### config.mk
export PLATFORM = sky130hd
export DESIGN_NAME = branch_detector
export DESIGN_NICKNAME = d
export VERILOG_FILES = /design/src/rtl/br_det_pkg.sv /design/src/rtl/br_decode.sv /design/src/rtl/branch_detector.sv
export SDC_FILE = /design/constraint.sdc
export NUM_CORES = 1
export LEC_CHECK = 0
export CAP_MARGIN = 20
export CORE_AREA = 4 4 41 43
export CTS_CLUSTER_DIAMETER = 120
export CTS_CLUSTER_SIZE = 20
export DETAILED_ROUTE_END_ITERATION = 16
export DIE_AREA = 0 0 45 47
export PLACE_DENSITY = 0.67
export RECOVER_POWER = 100
export SLEW_MARGIN = 5
export SYNTH_ARGS = -nofsm -noshare
export SYNTH_HDL_FRONTEND = slang
export SYNTH_SLANG_ARGS = --single-unit
### constraint.sdc
create_clock -name clk -period 1.1 [get_ports clk]
set_clock_uncertainty 0.1 [all_clocks]
set_input_delay 0.22 -clock clk [delete_from_list [all_inputs] [get_ports clk]]
set_output_delay 0.22 -clock clk [all_outputs]
set_load 0.02 [all_outputs]
### src/rtl/br_det_pkg.sv
// Shared RV32I control-transfer decode constants and branch class encoding.
// Imported by br_decode and branch_detector.
package br_det_pkg;

  localparam int XLEN_SUPPORTED = 32;

  localparam logic [6:0] OPC_BRANCH = 7'b1100011;
  localparam logic [6:0] OPC_JAL    = 7'b1101111;
  localparam logic [6:0] OPC_JALR   = 7'b1100111;

  localparam logic [2:0] F3_JALR    = 3'b000;

  typedef enum logic [1:0] {
    BR_NONE = 2'd0,
    BR_COND = 2'd1,
    BR_JAL  = 2'd2,
    BR_JALR = 2'd3
  } br_type_t;

  // funct3 010/011 are the only holes in the B-type encoding space
  function automatic logic cond_f3_legal(input logic [2:0] f3);
    return (f3 != 3'b010) && (f3 != 3'b011);
  endfunction

endpackage

### src/rtl/br_decode.sv
// Combinational control-transfer decode of one instruction word: opcode and funct3 only.
// Zero latency, no flow control; the caller registers the result.
module br_decode
  import br_det_pkg::*;
#(
  parameter int XLEN = 32
) (
  input  logic [XLEN-1:0] i_inst,
  output logic            o_detected,
  output br_type_t        o_type,
  output logic            o_illegal
);

  logic [6:0] w_opcode;
  logic [2:0] w_funct3;
  logic       w_unused_bits;

  assign w_opcode      = i_inst[6:0];
  assign w_funct3      = i_inst[14:12];
  assign w_unused_bits = ^{i_inst[XLEN-1:15], i_inst[11:7]};

  always_comb begin
    o_detected = 1'b0;
    o_type     = BR_NONE;
    o_illegal  = 1'b0;
    unique case (w_opcode)
      OPC_BRANCH: begin
        if (cond_f3_legal(w_funct3)) begin
          o_detected = 1'b1;
          o_type     = BR_COND;
        end else begin
          o_illegal  = 1'b1;
        end
      end
      OPC_JAL: begin
        o_detected = 1'b1;
        o_type     = BR_JAL;
      end
      OPC_JALR: begin
        if (w_funct3 == F3_JALR) begin
          o_detected = 1'b1;
          o_type     = BR_JALR;
        end else begin
          o_illegal  = 1'b1;
        end
      end
      default: begin
        o_detected = 1'b0;
      end
    endcase
  end

endmodule

### src/rtl/branch_detector.sv
// Registered RV32I branch/JAL/JALR detector: one-cycle latency, en=0 stalls (holds) outputs.
// Optional BR_STATS_EN adds Br_Count, a wrapping count of enabled detected cycles.
module branch_detector
  import br_det_pkg::*;
#(
  parameter int XLEN = 32
) (
  input  logic            clk,
  input  logic            rst,
  input  logic            en,
  input  logic [XLEN-1:0] Inst,
  output logic            Br_Detected,
  output logic [1:0]      Br_Type,
`ifdef BR_STATS_EN
  output logic [15:0]     Br_Count,
`endif
  output logic            Br_Illegal
);

  logic     w_detected;
  br_type_t w_type;
  logic     w_illegal;

  logic     r_detected;
  br_type_t r_type;
  logic     r_illegal;

  br_decode #(
    .XLEN (XLEN)
  ) u_decode (
    .i_inst     (Inst),
    .o_detected (w_detected),
    .o_type     (w_type),
    .o_illegal  (w_illegal)
  );

  // rst wins over en so a stalled stage can still be flushed
  always_ff @(posedge clk) begin
    if (rst) begin
      r_detected <= 1'b0;
      r_type     <= BR_NONE;
      r_illegal  <= 1'b0;
    end else if (en) begin
      r_detected <= w_detected;
      r_type     <= w_type;
      r_illegal  <= w_illegal;
    end
  end

  assign Br_Detected = r_detected;
  assign Br_Type     = r_type;
  assign Br_Illegal  = r_illegal;

`ifdef BR_STATS_EN
  logic [15:0] r_count;

  always_ff @(posedge clk) begin
    if (rst) begin
      r_count <= 16'd0;
    end else if (en && w_detected) begin
      r_count <= r_count + 16'd1;
    end
  end

  assign Br_Count = r_count;
`endif

endmodule

Yosys cells after proc, flatten, opt, wreduce, memory -nomap -nowiden
Cells that the tools add are included.
- register bits: 4
- bits of input ports: 35
- output and inout port bits: 4
- word-level logic and storage cells: 19
- equality and inequality tests: 5
- muxes and demuxes: 9
- reduce and logical (&&, ||, !) cells: 2
- operator list (operator ; count):
    7-bit == test, second input constant ; 3
    3-bit by 2-bit != test with 1-bit output, second input constant ; 2
    2-bit one-hot mux with 3 select lines ; 1
    1-bit two-way mux ; 5
    3-bit zero test ; 1
    1-bit one-hot mux with 3 select lines ; 1
    2-bit two-way mux ; 1
    1-bit one-hot mux with 2 select lines ; 1
    1-bit logical AND ; 1

Depth between registers and ports, before layout
Gate-level depths: netlist of the first run.
- depth in word-level cells: 4
- gate-level depth with buffers: 3
- gate-level depth less buffers: 3

Modules after synthesis
A second synthesis of the first run with hierarchy kept.
- cell total of the unflattened synthesis: 26
- area, all modules: 236.5 um2
- by module, submodules not included (module ; times used ; cells each ; area an instance (um2) ; seq. area each (um2)):
    branch_detector ; 1 ; 13 ; 140.1 ; 80.1
    br_decode ; 1 ; 13 ; 96.3 ; 0.0

Worst setup path before layout of the first run
OpenSTA, ideal clock, no wires.
- path kind: register to register
- start point: register, netlist name Br_Detected
- end point: register r_detected (netlist: Br_Detected)
- setup time: 0.084 ns
- data arrival time: 0.939 ns
- slack: -0.023 ns
- stages on the path, launching flop included: 3
- path buffers: 0
- period minus slack after synthesis: 1.123 ns
- path through: dfxtp_1 -> or3b_2 -> o31ai_2
- RTL lines (item ; RTL line ; RTL):
    end signal, assigned ; branch_detector.sv:44 ; r_detected <= w_detected;
    end, declared ; branch_detector.sv:24 ; logic r_detected;

Worst setup path after layout of the first run
- start point: register r_illegal (netlist: Br_Illegal)
- end point: output Br_Illegal
- RTL lines (item ; RTL line ; RTL):
    start, declared ; branch_detector.sv:26 ; logic r_illegal;
    start signal, assigned ; branch_detector.sv:46 ; r_illegal <= w_illegal;
    end, declared ; branch_detector.sv:17 ; output logic Br_Illegal
No word-level cell between the ends.

==> out/summary.log, run 1 <==
qor: synthesis.synth_sequential_area_ratio 0.348
qor: pwr.seqPwrFrac 0.345
qor: clock_network.worst_setup_hold_path_clk_slew 40 ps
qor: routing.vias 308
qor: clock_network.clock-sinks 4
qor: cells_and_area.most-common-layout-cells dlygate4sd2_1 (6), buf_4 (6), clkbuf_4 (4), dlymetal6s2s_1 (4), clkbuf_2 (4)
qor: floorplan.die-height 47 um
qor: timing.report.final.setup_viol 0
qor: timing.max_slew_margin 0.882
qor: synthesis.post_synth.cell_area_avg 8.85 sq um
qor: floorplan.pin_count 39
qor: critical_path.crit_family flip-flops
qor: global_routing.first_pass_grt_wire_length 1.24 mm
qor: timing.post-route-period-util 0.964
qor: critical_path.setup.worst_path.class reg -> out
qor: cells_and_area.final_net_count 90
qor: timing.period_minus_slack 1060 ps
qor: global_routing.via_count_of_the_first_global_routing_pass 333
qor: pwr.total_leakage_power 0.254 nW
qor: synthesis.syn_area 230 sq um
qor: status.run_status completed
qor: routing.detailed_router_iteration_count_before_antenna_repair 2
qor: synthesis.synthesis.instances 26
qor: cells_and_area.insertedDiodeCount 0
qor: pwr.power.share.switching 0.235
qor: timing.report.final.slew_viol_count 0
qor: clock_network.clock_insertion_delay_worst_skew 230 ps
qor: pwr.power_switching 0.0000995 W
qor: synthesis.ys_top_cells_by_area dfxtp_1 (35%), nand2b_2 (7.6%), a21oi_1 (6.5%)
qor: critical_path.path_buf_inv 1
qor: worst_hold_path.hold_path.class in -> reg
qor: synthesis.postSynthRegisterBits 4
qor: routing.drc_markers 0
qor: routing.wl_per_cell 10.5 um
qor: critical_path.critical_path_peak_fanout 2
qor: placed_design.place_inst 64
qor: pwr.clkPwrFrac 0.443
qor: pwr.comb_power_share 0.212
qor: critical_path.worstSetupEndpointType primary output
qor: critical_path.slowest_delay 340 ps
qor: floorplan.row_count 13
qor: floorplan.placeableCoreArea 1300 sq um
qor: synthesis.syn_nets 61
qor: critical_path.arrival 740 ps
qor: timing.worstMarginPinSlew 176 ps
qor: global_routing.gr-usage-all-layers 0.0798
qor: floorplan.starting_density 0.177
qor: synthesis.yosysTopAreaCell dfxtp_1
qor: clock_network.cts_made_buffers 3
qor: clock_network.htreeDepth 1
qor: clock_network.tritoncts yes
qor: timing.setup_repair_after_global_routing_missed_its_margin false
qor: placed_design.place.port_buffers 16
qor: run.max_cap_violations 0
qor: cells_and_area.syn_to_final_growth 124%
qor: pwr.irDropWorstVdd 366 uV
qor: pwr.p_int 0.000324 W
qor: cells_and_area.layout.cells.non_filler 68
qor: critical_path.critical_path_required 780 ps
qor: routing.avgViaCountPerCell 4.53
qor: global_routing.overflow 0
qor: routing.dr.first_iter.drc_count 7
qor: routing.wirelength 711 um
qor: cells_and_area.fraction_of_the_core_area_covered_by_cells_at_the_end_of_the_flow 0.396
qor: placed_design.globalplace.congestion 0.720
qor: critical_path.timing.critical_path.slowest_stage_cell dfxtp_1
qor: cells_and_area.layout-drive-gt1-share 0.528
qor: timing.fmax 0.943 GHz
qor: global_routing.grt_antenna_before_repair 0
qor: floorplan.dieWidth 45 um
qor: timing.finalHoldViolCount 0
qor: clock_network.cts_max_path_bufs 2
qor: routing.ant_nets 0
qor: synthesis.synth_top_cell_area_share 0.348
qor: global_routing.pin_count_of_the_biggest_net_entering_global_routing 5
qor: critical_path.setup.worst_path.start_class register
qor: critical_path.cp_cell_sequence buf_2
qor: placed_design.post-dp-hpwl 595 um
qor: synthesis.synth_cell_type_count 18
qor: synthesis.synth.yosys.warnings 0
qor: clock_network.cts.hold.buffers_added 0
qor: floorplan.fp.dieArea 2120 sq um
qor: pwr.p_per_area 822 nW/um^2
qor: clock_network.clock_tree.root_cell clkbuf_4
## what timing repair did
action / 4_1_cts / 5_1_grt
pin swaps: 5 / 3
endpoints found under the setup margin: 8 / 4
resized for setup: 28 / 7
gates cloned: 0 / 0
buffers inserted: 1 / 0
## sequential cells by signal, indices dropped and copies added (netlist names)
| name | cells |
|---|---|
| Br_Illegal | 1 |
| Br_Detected | 1 |
| Br_Type | 2 |
## metal layers
metal  share of wire  wire length, um  global-route usage
met1            0.39              276              0.0841
met2            0.50              356               0.141
met3            0.11               78              0.0421
met4               0                0              0.0175
met5               0                0                   0
## cells by family (layout without fill, tap and decap cells)
group	count (synthesis)	count (layout)	share of synthesized area
buffers and inverters	1	28	0.0163
flip-flops	4	4	0.348
AO/OA/AOI/OAI	8	8	0.245
AND/OR/NAND/NOR	13	13	0.391
## through the flow
stage	area (sq um)	setup TNS [ps]	setup slack (ps)	hold slack, ps	power [W]
global placement	463	-1670	-323	469	0.000235
floorplan	231	0	32.2	189	0.000170
finish	515	0	39.8	280	0.000424
CTS	492	0	6.86	325	0.000430
detailed placement	463	-1800	-349	473	0.000235
global route	515	0	13.8	304	0.000451
## power by group through the flow
stage | sequential [W] | combinational (W) | clock (W)
6_report | 0.000146 | 0.0000897 | 0.000188
5_1_grt | 0.000146 | 0.0000980 | 0.000207
4_1_cts | 0.000146 | 0.0000876 | 0.000196
3_5_place_dp | 0.000149 | 0.0000859 | 0
3_3_place_gp | 0.000149 | 0.0000858 | 0
2_1_floorplan | 0.000149 | 0.0000203 | 0
## final timing paths
path | slack [ps] | cells after the start | startpoint | to
max | 40 | 1 | Br_Illegal | Br_Illegal
min | 280 | 4 | Inst[3] | Br_Illegal
max reg2reg | 100 | 4 | Br_Illegal | Br_Illegal
min reg2reg | 470 | 3 | Br_Type[0] | Br_Type[0]
## cell usage after synthesis
cell and count:
nand2_1 2, and2b_1 1, nand4_1 1, o31ai_2 1, nor3_1 1, and2_1 1, inv_1 1, or3b_2 1
nand2b_2 2, dfxtp_1 4, a31oi_1 1, o21ai_1 1, nand2b_1 2, and4_4 1, a31o_1 1, a21oi_1 3
nor3b_1 1, o2111ai_1 1
## final cells by class
class,instances,area (sq um)
repair buffers,24,200
well taps,15,18.8
multi-input cells,21,189
flip-flops and latches,4,81.3
clock buffers,3,22.5
fillers,129,786
inverters,1,3.75
Power figures use the tool's default switching activity.
==> run 2, diff against run 1 <==
--- a/config.mk
+++ b/config.mk
@@ -7,6 +7,7 @@
 export LEC_CHECK = 0
 export CAP_MARGIN = 20
 export CORE_AREA = 4 4 41 43
+export CTS_BUF_LIST = sky130_fd_sc_hd__clkbuf_4
 export CTS_CLUSTER_DIAMETER = 120
 export CTS_CLUSTER_SIZE = 20
 export DETAILED_ROUTE_END_ITERATION = 16
==> constraint.sdc (replaced) <==
create_clock -name clk -period 1 [get_ports clk]
set_clock_uncertainty 0.1 [all_clocks]
set_input_delay 0.2 -clock clk [delete_from_list [all_inputs] [get_ports clk]]
set_output_delay 0.2 -clock clk [all_outputs]
set_load 0.02 [all_outputs]
==> out/summary.log, run 2 (same netlist as run 1, synthesis figures left out) <==
qor: status.run_status finished, violations left
qor: status.violations_in_the_final_reports setup timing
qor: pwr.p_per_area 933 nW/um^2
qor: critical_path.timing.critical_path.slowest_stage_cell dfxtp_4
qor: clock_network.clock-sinks 4
qor: cells_and_area.multi_input_area 196 sq um
qor: floorplan.die-height 47 um
qor: cells_and_area.layout.cells.non_filler 68
qor: cells_and_area.insertedDiodeCount 0
qor: floorplan.starting_density 0.177
qor: critical_path.critical_path_peak_fanout 2
qor: cells_and_area.final_net_count 89
qor: critical_path.critical_path_required 700 ps
qor: timing.period_minus_slack 1000 ps
qor: cells_and_area.largest_register_ffs 2
qor: critical_path.worstSetupEndpointType primary output
qor: floorplan.fp.dieArea 2120 sq um
qor: timing.final_worst_hold_slack 195 ps
qor: critical_path.cp_cell_sequence buf_6
qor: cells_and_area.layout-drive-gt1-share 0.623
qor: floorplan.placeableCoreArea 1300 sq um
qor: critical_path.slowest_delay 340 ps
qor: run.max_cap_violations 0
qor: critical_path.crit_family flip-flops
qor: timing.setup_repair_after_global_routing_missed_its_margin true
qor: timing.post-route-period-util 1.00
qor: timing.fin_tns_setup -0.502 ps
qor: critical_path.path_buf_inv 1
qor: timing.max_slew_margin 0.878
qor: placed_design.globalplace.congestion 0.674
qor: clock_network.cts_made_buffers 3
qor: clock_network.cts_max_path_bufs 2
qor: clock_network.clock_insertion_delay_worst_skew 240 ps
qor: global_routing.gr-usage-all-layers 0.0814
qor: routing.avgViaCountPerCell 4.50
qor: routing.drc_markers 0
qor: timing.report.final.slew_viol_count 0
qor: placed_design.place_inst 63
qor: routing.ant_nets 0
qor: placed_design.post-dp-hpwl 581 um
qor: routing.wirelength 778 um
qor: cells_and_area.area.sequential 87.6 sq um
qor: global_routing.overflow 0
qor: clock_network.tritoncts yes
qor: global_routing.grt_antenna_before_repair 0
qor: floorplan.dieWidth 45 um
qor: clock_network.cts.hold.buffers_added 0
qor: floorplan.row_count 13
qor: pwr.total_power 0.000503 W
qor: global_routing.via_count_of_the_first_global_routing_pass 333
qor: global_routing.first_pass_grt_wire_length 1.21 mm
qor: routing.detailed_router_iteration_count_before_antenna_repair 3
qor: pwr.irDropWorstVdd 358 uV
qor: timing.fmax 0.999 GHz
qor: cells_and_area.mostFrequentLayoutCell dlygate4sd2_1
qor: routing.wl_per_cell 11.4 um
qor: timing.finalHoldViolCount 0
qor: routing.dr.first_iter.drc_count 1
qor: critical_path.arrival 700 ps
qor: placed_design.place.port_buffers 16
qor: critical_path.setup.worst_path.start_class register
qor: critical_path.setup.worst_path.class reg -> out
qor: cells_and_area.most-common-layout-cells dlygate4sd2_1 (11), buf_4 (6), buf_6 (5), clkbuf_4 (4), dfxtp_2 (3)
qor: routing.vias 306
qor: cells_and_area.filler_cell_count 136
qor: clock_network.htreeDepth 1
qor: worst_hold_path.hold_path.class in -> reg
qor: clock_network.clock_tree.root_cell clkbuf_4
qor: cells_and_area.syn_to_final_growth 134%
qor: timing.report.final.setup_viol 1
qor: floorplan.pin_count 39
qor: clock_network.worst_setup_hold_path_clk_slew 40 ps
qor: pwr.total_leakage_power 0.238 nW
qor: timing.postLayoutSetupSlackWorst -0.502 ps
qor: timing.worstMarginPinSlew 183 ps
qor: global_routing.pin_count_of_the_biggest_net_entering_global_routing 6
==> run 2: layout make-up <==
cell class | instances | area share
Timing Repair Buffer | 23 | 0.376
Multi-Input combinational cell | 21 | 0.364
Sequential cell | 4 | 0.162
Clock buffer | 4 | 0.0557
Tap cell | 15 | 0.0348
Inverter | 1 | 0.00696
==> run 2: repair_timing <==
| action | CTS | global route |
|---|---|---|
| gates resized for setup | 46 | 5 |
| setup endpoints to repair | 8 | 4 |
| buffers inserted | 0 | 1 |
| pin swaps | 6 | 1 |
==> run 2: through the flow <==
stage	worst slack, ps	instance area (sq um)	util
final	-0.502	539	0.414
after global routing	-17.2	539	0.414
after CTS	-10.1	520	0.400
after detailed placement	-458	460	0.354
after global placement	-418	460	0.354
after floorplan	20.6	236	-
==> run 2: metal layers <==
metal	vias up	share of wire	global-route usage
met5	-	0	0
met4	0	0.042	0.0702
met3	5	0.091	0.0345
met2	13	0.47	0.127
met1	137	0.39	0.0841
li1	151	-	-
==> run 2: final timing paths <==
check        slack (ps)          end  depth (start not counted)   startpoint
max                -0.5  Br_Detected                          1  Br_Detected
min                 190   Br_Type[1]                          3           en
max reg2reg          40  Br_Detected                          2  Br_Detected
min reg2reg         480   Br_Illegal                          3   Br_Illegal
==> run 2: report_power, final <==
| part | switching, W | internal (W) |
|---|---|---|
| clock | 0.0000741 | 0.000177 |
| sequential | 0.000000362 | 0.000158 |
| combinational | 0.0000393 | 0.0000541 |
| total | 0.000114 | 0.000390 |
